**src/rtl/uart_rx_core_if.sv**
```systemverilog
// Consumer-side bus of the UART receive core: received byte, status flags
// and the read/clear strobes coming back from the UART register block.
interface uart_rx_core_if;
   logic [7:0] rx_data;
   logic       rx_full;
   logic       frame_err;
   logic       overrun;
   logic       rd_ack;
   logic       clr_err;

   // Receive core drives data/status and observes the strobes
   modport master (
      output rx_data,
      output rx_full,
      output frame_err,
      output overrun,
      input  rd_ack,
      input  clr_err
   );

   // Register block observes data/status and drives the strobes
   modport slave (
      input  rx_data,
      input  rx_full,
      input  frame_err,
      input  overrun,
      output rd_ack,
      output clr_err
   );
endinterface

```
**src/rtl/uart_rx_core.sv**
```systemverilog
// 16x-oversampled 8N1 UART receiver with a one-deep output register,
// sticky frame-error / overrun flags and a mid-bit majority vote.
module uart_rx_core #(
   parameter int unsigned OSR  = 16,
   parameter int unsigned DIVW = 10
) (
   input  logic            clk,
   input  logic            rst_n,
   input  logic            rx_en,
   input  logic [DIVW-1:0] div_val,
   input  logic            rx,
   uart_rx_core_if.master  bus
);

   localparam int unsigned OSW     = 4;
   localparam int unsigned BITW    = 3;
   localparam logic [OSW-1:0] OS_S0   = OSW'(7);
   localparam logic [OSW-1:0] OS_S1   = OSW'(8);
   localparam logic [OSW-1:0] OS_VOTE = OSW'(9);
   localparam logic [OSW-1:0] OS_LAST = OSW'(OSR - 1);
   localparam logic [BITW-1:0] BIT_LAST = BITW'(7);

   typedef enum logic [2:0] {
      IDLE  = 3'd0,
      START = 3'd1,
      DATA  = 3'd2,
      STOP  = 3'd3,
      BREAK = 3'd4
   } state_t;

   state_t            state;
   state_t            state_d;
   logic              rx_m;
   logic              rx_s;
   logic [DIVW-1:0]   tick_cnt;
   logic              tick;
   logic [OSW-1:0]    os_cnt;
   logic [BITW-1:0]   bit_idx;
   logic              smp7;
   logic              smp8;
   logic [7:0]        sr;

   logic              vote_c;
   logic              vote_tick_c;
   logic              end_tick_c;
   logic              shift_c;
   logic              load_c;
   logic              ferr_c;
   logic              load_ok_c;
   logic              ovr_set_c;

   // Two-flop synchroniser for the asynchronous serial input
   always_ff @(posedge clk) begin
      if (!rst_n) begin
         rx_m <= 1'b1;
         rx_s <= 1'b1;
      end else begin
         rx_m <= rx;
         rx_s <= rx_m;
      end
   end

   assign tick        = rx_en && (tick_cnt == div_val);
   assign vote_tick_c = tick && (os_cnt == OS_VOTE);
   assign end_tick_c  = tick && (os_cnt == OS_LAST);
   assign vote_c      = (smp7 & smp8) | (smp7 & rx_s) | (smp8 & rx_s);

   // Frame FSM state register
   always_ff @(posedge clk) begin
      if (!rst_n) begin
         state <= IDLE;
      end else begin
         state <= state_d;
      end
   end

   // Frame FSM next state and per-clk control strobes
   always_comb begin
      state_d = state;
      shift_c = 1'b0;
      load_c  = 1'b0;
      ferr_c  = 1'b0;
      unique case (state)
         IDLE: begin
            if (tick && !rx_s) state_d = START;
         end
         START: begin
            if (vote_tick_c && vote_c) state_d = IDLE;
            else if (end_tick_c)       state_d = DATA;
         end
         DATA: begin
            shift_c = vote_tick_c;
            if (end_tick_c && (bit_idx == BIT_LAST)) state_d = STOP;
         end
         STOP: begin
            if (vote_tick_c) begin
               if (vote_c) begin
                  load_c  = 1'b1;
                  state_d = IDLE;
               end else begin
                  ferr_c  = 1'b1;
                  state_d = BREAK;
               end
            end
         end
         BREAK: begin
            if (tick && rx_s) state_d = IDLE;
         end
         default: state_d = IDLE;
      endcase
      // Disabling the receiver abandons any frame in progress
      if (!rx_en) begin
         state_d = IDLE;
         shift_c = 1'b0;
         load_c  = 1'b0;
         ferr_c  = 1'b0;
      end
   end

   assign load_ok_c = load_c && (!bus.rx_full || bus.rd_ack);
   assign ovr_set_c = load_c && bus.rx_full && !bus.rd_ack;

   // Tick divider, oversample/bit counters, mid-bit samples and shift register
   always_ff @(posedge clk) begin
      if (!rst_n || !rx_en) begin
         tick_cnt <= '0;
         os_cnt   <= '0;
         bit_idx  <= '0;
         smp7     <= 1'b0;
         smp8     <= 1'b0;
         sr       <= '0;
      end else begin
         tick_cnt <= tick ? '0 : tick_cnt + DIVW'(1);
         if (state == IDLE)      os_cnt <= '0;
         else if (tick)          os_cnt <= os_cnt + OSW'(1);
         if (state == START)     bit_idx <= '0;
         else if (state == DATA && end_tick_c) bit_idx <= bit_idx + BITW'(1);
         if (tick && os_cnt == OS_S0) smp7 <= rx_s;
         if (tick && os_cnt == OS_S1) smp8 <= rx_s;
         if (shift_c)            sr[bit_idx] <= vote_c;
      end
   end

   // Output register and sticky flags; a flag being set beats a clear
   always_ff @(posedge clk) begin
      if (!rst_n) begin
         bus.rx_data   <= 8'h00;
         bus.rx_full   <= 1'b0;
         bus.frame_err <= 1'b0;
         bus.overrun   <= 1'b0;
      end else begin
         if (load_ok_c) begin
            bus.rx_data <= sr;
            bus.rx_full <= 1'b1;
         end else if (bus.rd_ack) begin
            bus.rx_full <= 1'b0;
         end
         bus.frame_err <= ferr_c    | (bus.frame_err & ~bus.clr_err);
         bus.overrun   <= ovr_set_c | (bus.overrun   & ~bus.clr_err);
      end
   end

endmodule

```
**src/flat_wrapper.sv**
```systemverilog
// flat-port wrapper written by rule: the top's interface ports become plain ports
module uart_rx_core_flat 
#(
   parameter int unsigned OSR  = 16,
   parameter int unsigned DIVW = 10
)
  (clk, rst_n, rx_en, div_val, rx, bus_rx_data, bus_rx_full, bus_frame_err, bus_overrun, bus_rd_ack, bus_clr_err);
  uart_rx_core_if bus_i ();
  input  logic clk;
  input  logic rst_n;
  input  logic rx_en;
  input  logic [DIVW-1:0] div_val;
  input  logic rx;
  output wire logic [$bits(bus_i.rx_data)-1:0] bus_rx_data;
  output wire logic [$bits(bus_i.rx_full)-1:0] bus_rx_full;
  output wire logic [$bits(bus_i.frame_err)-1:0] bus_frame_err;
  output wire logic [$bits(bus_i.overrun)-1:0] bus_overrun;
  input wire logic [$bits(bus_i.rd_ack)-1:0] bus_rd_ack;
  input wire logic [$bits(bus_i.clr_err)-1:0] bus_clr_err;
  assign bus_rx_data = bus_i.rx_data;
  assign bus_rx_full = bus_i.rx_full;
  assign bus_frame_err = bus_i.frame_err;
  assign bus_overrun = bus_i.overrun;
  assign bus_i.rd_ack = bus_rd_ack;
  assign bus_i.clr_err = bus_clr_err;
  uart_rx_core #(.OSR(OSR), .DIVW(DIVW)) u_core (.clk(clk), .rst_n(rst_n), .rx_en(rx_en), .div_val(div_val), .rx(rx), .bus(bus_i));
endmodule
```
**config.mk**
```make
export PLATFORM = sky130hd
export DESIGN_NAME = uart_rx_core_flat
export DESIGN_NICKNAME = d
export VERILOG_FILES = /design/src/rtl/uart_rx_core_if.sv /design/src/rtl/uart_rx_core.sv /design/src/flat_wrapper.sv
export SDC_FILE = /design/constraint.sdc
export NUM_CORES = 1
export LEC_CHECK = 0
export BUFFER_PORTS_ARGS = -buffer_cell sky130_fd_sc_hd__buf_4
export CAP_MARGIN = 5
export CORE_UTILIZATION = 40
export CTS_CLUSTER_DIAMETER = 80
export DETAILED_ROUTE_END_ITERATION = 12
export PLACE_DENSITY_LB_ADDON = 0.05
export SYNTH_ARGS = -nofsm -noshare
export SYNTH_HDL_FRONTEND = slang
export SYNTH_SLANG_ARGS = --single-unit
export TNS_END_PERCENT = 10
```
**constraint.sdc**
```tcl
create_clock -name clk -period 2.35 [get_ports clk]
set_input_delay 0.235 -clock clk [delete_from_list [all_inputs] [get_ports clk]]
set_output_delay 0.235 -clock clk [all_outputs]
set_load 0.05 [all_outputs]
```
# Word-level counts from Yosys, hierarchy flattened
# Cells that the tools add are included.
# totals
out_inout_bits	11
word_cells	94
regBits	43
inputBits	16
# op_classes
magnitude_cmp	2
n_eq_ne	15
reduce_logical	28
mux	23
bitwise	10
add_sub_neg	3
# ops
cell	n
$mux W3	7
$pmux W3 S5	1
$logic_and A1 B1 Y1	14
$mux W1	13
$eq A4 B4 Y1 const B	3
$add A10 B1 Y10 const B	1
$eq A10 B10 Y1	1
$bwmux W8	1
$ne A2 B1 Y1 const B	4
$eq A3 B2 Y1 const B	2
$eq A3 B3 Y1 const B	2
$reduce_or A2 Y1	3
$and A1 B1 Y1	5
$logic_not A1 Y1	5
$reduce_and A5 Y1	1
$add A4 B1 Y4 const B	1
$eq A4 B3 Y1 const B	1
$lt A3 B4 Y1 const B	1
$or A1 B1 Y1	4
$add A3 B1 Y3 const B	1
$demux W1 S3	1
$eq A3 B1 Y1 const B	1
$ge A3 B1 Y1 const B	1
$logic_not A3 Y1	1
other kinds (5)	6

# Logic depth before layout (Yosys ltp)
# depth
word_depth	10
ltp_mapped	8
mapped_depth_nobuf	7

# Worst setup path before layout
# No wires, ideal clock.
# synth_path
path_type	register to register
from	register u_core.tick_cnt[2]
to	register u_core.smp7
setup_slack_ns	0.551
t_required_ns	2.225
stages_incl_launch_ff	8
path_buffers	2
setup_ns	0.125
synth_period_minus_slack_ns	1.799
t_arrival_ns	1.674
path_cell_list	dfxtp_1 -> xnor2_2 -> nand4_1 -> or3_1 -> buf_2 -> buf_2 -> o31ai_1 -> a21oi_1
# synth_between
elab_chain_len	3
# synth_lines
item	line_no	rtl
from (decl)	uart_rx_core.sv:35	logic [DIVW-1:0] tick_cnt;
from (signal assigned)	uart_rx_core.sv:133	tick_cnt <= tick ? '0 : tick_cnt + DIVW'(1);
$eq A10 B10 Y1	uart_rx_core.sv:63	assign tick = rx_en && (tick_cnt == div_val);
$logic_and A1 B1 Y1	uart_rx_core.sv:63	
$logic_and A1 B1 Y1	uart_rx_core.sv:138	if (tick && os_cnt == OS_S0) smp7 <= rx_s;
to (signal assigned)	uart_rx_core.sv:138	
to (decl)	uart_rx_core.sv:39	logic smp7;
# No other way between the ends.
# A chain may end at the register's enable or synchronous reset.

# Worst setup path in the final report
# layout_path
from	register u_core.state[1]
to	register u_core.sr[4]
# layout_between
elab_chain_len	3
# layout_lines
item	line_no	rtl
from (decl)	uart_rx_core.sv:31	state_t state;
from (signal assigned)	uart_rx_core.sv:73	state <= state_d;
$eq A3 B2 Y1	uart_rx_core.sv:83	unique case (state)
$mux W1	uart_rx_core.sv:83	
$mux W1	uart_rx_core.sv:112	if (!rx_en) begin
to (signal, indexed assignment)	uart_rx_core.sv:140	if (shift_c) sr[bit_idx] <= vote_c;
to (decl)	uart_rx_core.sv:41	logic [7:0] sr;
# No other way between the ends.

==> reports/results.md <==
## Placed design
• Cell Area, Placed: 2520 um^2
• setup slack at placement: 317 ps
• dpl cells: 352
• routability congestion estimate: 0.811
• Detailed Place HPWL: 3.66 mm
• PortBufs: 26

## Hold path
• worst hold path cell count: 2
• worst min path class: input pin to flop

## Setup path
• arrival time of the worst setup path: 2310 ps
• CP Launch Type: flop
• r2r endpoint: u_core.sr[4]
• CP max FO: 15
• cell with the largest stage delay on the worst path: dfxtp_1
• worst setup path end: u_core.sr[4]
• endpoint type of the worst setup path: flop
• max incr delay on CP: 590 ps
• cell family with the largest share of critical-path delay: simple AND/OR/NAND/NOR gates
• r2r setup slk: 260 ps
• launching point of the worst reg2reg path: u_core.state[1]
• Buf+Inv Stages, Crit Path: 0
• worst r2r path cells: 4
• list of cells traversed by the critical path: or3b_1 > or4b_1 > nor3_1 > mux2i_1
• Critical Path Stages: 4
• type of the setup path with the least slack: flop to flop
• data required time at the worst endpoint: 2570 ps
• Critical Path Source: u_core.state[1]

## Logic synthesis
• most instantiated cells after synthesis: dfxtp_1, nand2_1, a21oi_1
• predominant post-synthesis flop cell: dfxtp_1
• Seq/Total Area, Yosys: 38.4%
• synthesized cell area: 2240 um^2
• most area-consuming cells after synthesis: dfxtp_1, xnor2_1, a21oi_1
• post-synth net total: 285
• Yosys warning count: 0
• number of enable flip-flop cells after synthesis: 0
• area share of the largest cell type after synthesis: 38.4%
• cell type contributing the most total cell area after synthesis: dfxtp_1
• library cells used by synthesis: 45
• register bit count reported by yosys: 43
• most common cell in the synthesized netlist: dfxtp_1
• Gate Count Post-Synth: 263
• Avg Inst Size Synth: 8.52 um^2
• post-synthesis async set-or-reset flop share: 0%

## Pwr
• switching power: 281 uW
• Cell Pwr Density: 481 nW/um^2
• internal power: 970 uW
• share of power burned in registers: 58.7%
• part of the power in combinational logic: 4.9%
• Lkg Pwr: 0.000885 uW
• Sw Ratio: 22.5%
• Clock power frac: 36.4%
• largest voltage drop on the vdd net: 0.304 mV

## Route
• detailed router's first-iteration violation count: 116
• via density per instance: 5.33
• routed len/inst: 14.1 um
• count of nets left with antenna violations after detail routing: 0
• overall via count from detail_route: 1917
• count of TritonRoute iterations in the first routing pass: 4
• drc violations: 0
• Final Routed Wirelength: 5.06 mm

## Cells and area
• number of nets at the end of the flow: 311
• Filler Cell Count: 534
• final standard cell count with taps included and fillers excluded: 360
• proportion of layout cells with a drive suffix above 1: 15.5%
• number of diodes added for antenna fixing: 0
• area of all placed cells without fillers: 2600 um^2
• area growth from synthesis to layout: 16.1%

## Clock network
• CTS Hold Buffers Added: 0
• TritonCTS buffer count: 5
• TritonCTS clock tree: done
• cell chosen for the clock root: clkbuf_8
• insertion delay to the later sink of the worst-skew pair: 290 ps
• clock slew at reported path FFs: 80 ps
• buffer count from post-CTS setup fixing: 0
• sink count of the clock tree: 43
• buffer depth of the longest clock path: 2
• maximum level of the CTS H-tree: 2
• number of resized instances in the post-cts repair step: 0

## Global routing
• first-pass GRT wire length: 8.80 mm
• number of global-route vias before repair: 1842
• initial antenna violation count: 0
• GRT Util Overall: 18.7%
• GRT Residual Overflow: 0
• maximum number of pins on one net before global-route repair: 16

## Timing
• Achievable Freq: 478 MHz
• Final Hold Slack: 123 ps
• number of endpoints with negative hold slack in the final report: 0
• worst slew margin relative to its limit: 61.3%
• Total Negative Setup Slacks: 0 ps
• unrepaired setup endpoints after global routing: false
• transition time of the tightest slew-check pin: 575 ps
• final worst clock skew: 5.56 ps
• minimum period implied by the final worst setup slack: 2090 ps
• final setup vio count: 0
• Slew Viols, Final: 0
• worst path setup slack after routing: 259 ps
• final worst path period share: 89.0%

## Job
• max_cap viols: 0

## Die
• boundary pin count: 27
• vertical die dimension: 76.8 um
• Core Box Area: 5240 um^2
• Die X-Extent: 76.8 um
• number of rows created at floorplan: 26
• Initial Utilization: 42.8%
• full die area: 5900 um^2

## Status
• run status: completed

[state kept, by name, indices dropped and copies added (netlist names)]
name and cells:
u_core.state 3, u_core.rx_s 1, u_core.smp8 1, u_core.rx_m 1, u_core.bus.rx_full 1, u_core.bus.overrun 1, u_core.os_cnt 4, u_core.sr 8
u_core.bit_idx 3, u_core.bus.frame_err 1, u_core.tick_cnt 10, u_core.smp7 1, u_core.bus.rx_data 8
[layout make-up]
cell class | count | area, um^2 | share of cell area (%)
clock inverter | 1 | 5.00 | 0.192
sequential | 43 | 861 | 33.1
clock buffer | 7 | 76.3 | 2.94
timing repair buffer | 33 | 248 | 9.53
tap | 70 | 87.6 | 3.37
multi-input combinational | 200 | 1300 | 50.0
inverter | 6 | 22.5 | 0.866
[stage by stage]
stage | power, uW | util, %
2_1_floorplan | 782 | -
3_3_place_gp | 813 | 48.1
3_5_place_dp | 813 | 48.1
4_1_cts | 1270 | 49.6
5_1_grt | 1310 | 49.6
6_report | 1250 | 49.6
[per-layer routing]
metal	track usage, %	vias up	part of all wire, %
met3	4.17	7	5.2
met4	7.31	0	1.4
met2	27.7	48	41
met1	26.2	867	52
met5	0	-	0
li1	-	995	-
[power groups by stage]
stage               Combinational [uW]  Clock [uW]  Sequential (uW)
finish                            61.3         455              734
global route                      68.4         508              735
CTS                               61.7         477              734
detailed placement                61.6           0              752
global placement                  61.5           0              751
floorplan                         31.2           0              751
[worst min-delay path by stage]
stage | start | end
after global routing | rx | u_core.rx_m
final | rx | u_core.rx_m
after CTS | rx | u_core.rx_m
after floorplan | rst_n | u_core.rx_m
after detailed placement | u_core.rx_m | u_core.rx_s
after global placement | u_core.rx_m | u_core.rx_s
[cell families after synthesis]
group           synth area share [%]
xor+xnor                        8.16
fa+ha+maj                       3.80
flops                           38.4
buf+inv                         3.52
compound gates                  11.5
simple gates                    30.2
mux                             4.47
[placed cells by master, fill, tap and decap left out, drive strengths merged, types with 4 or more instances in the layout]
master / instances
nand2b: 7
mux2i: 10
and2: 4
and3: 4
nor2: 18
clkbuf: 7
xnor2: 17
ha: 6
buf: 33
dfxtp: 43
nand4b: 4
nor3: 12
nand2: 24
a21oi: 20
or3: 4
nand3: 11
inv: 6
nand4: 14
o21ai: 13
No activity file was read; power rests on OpenSTA's default activity.
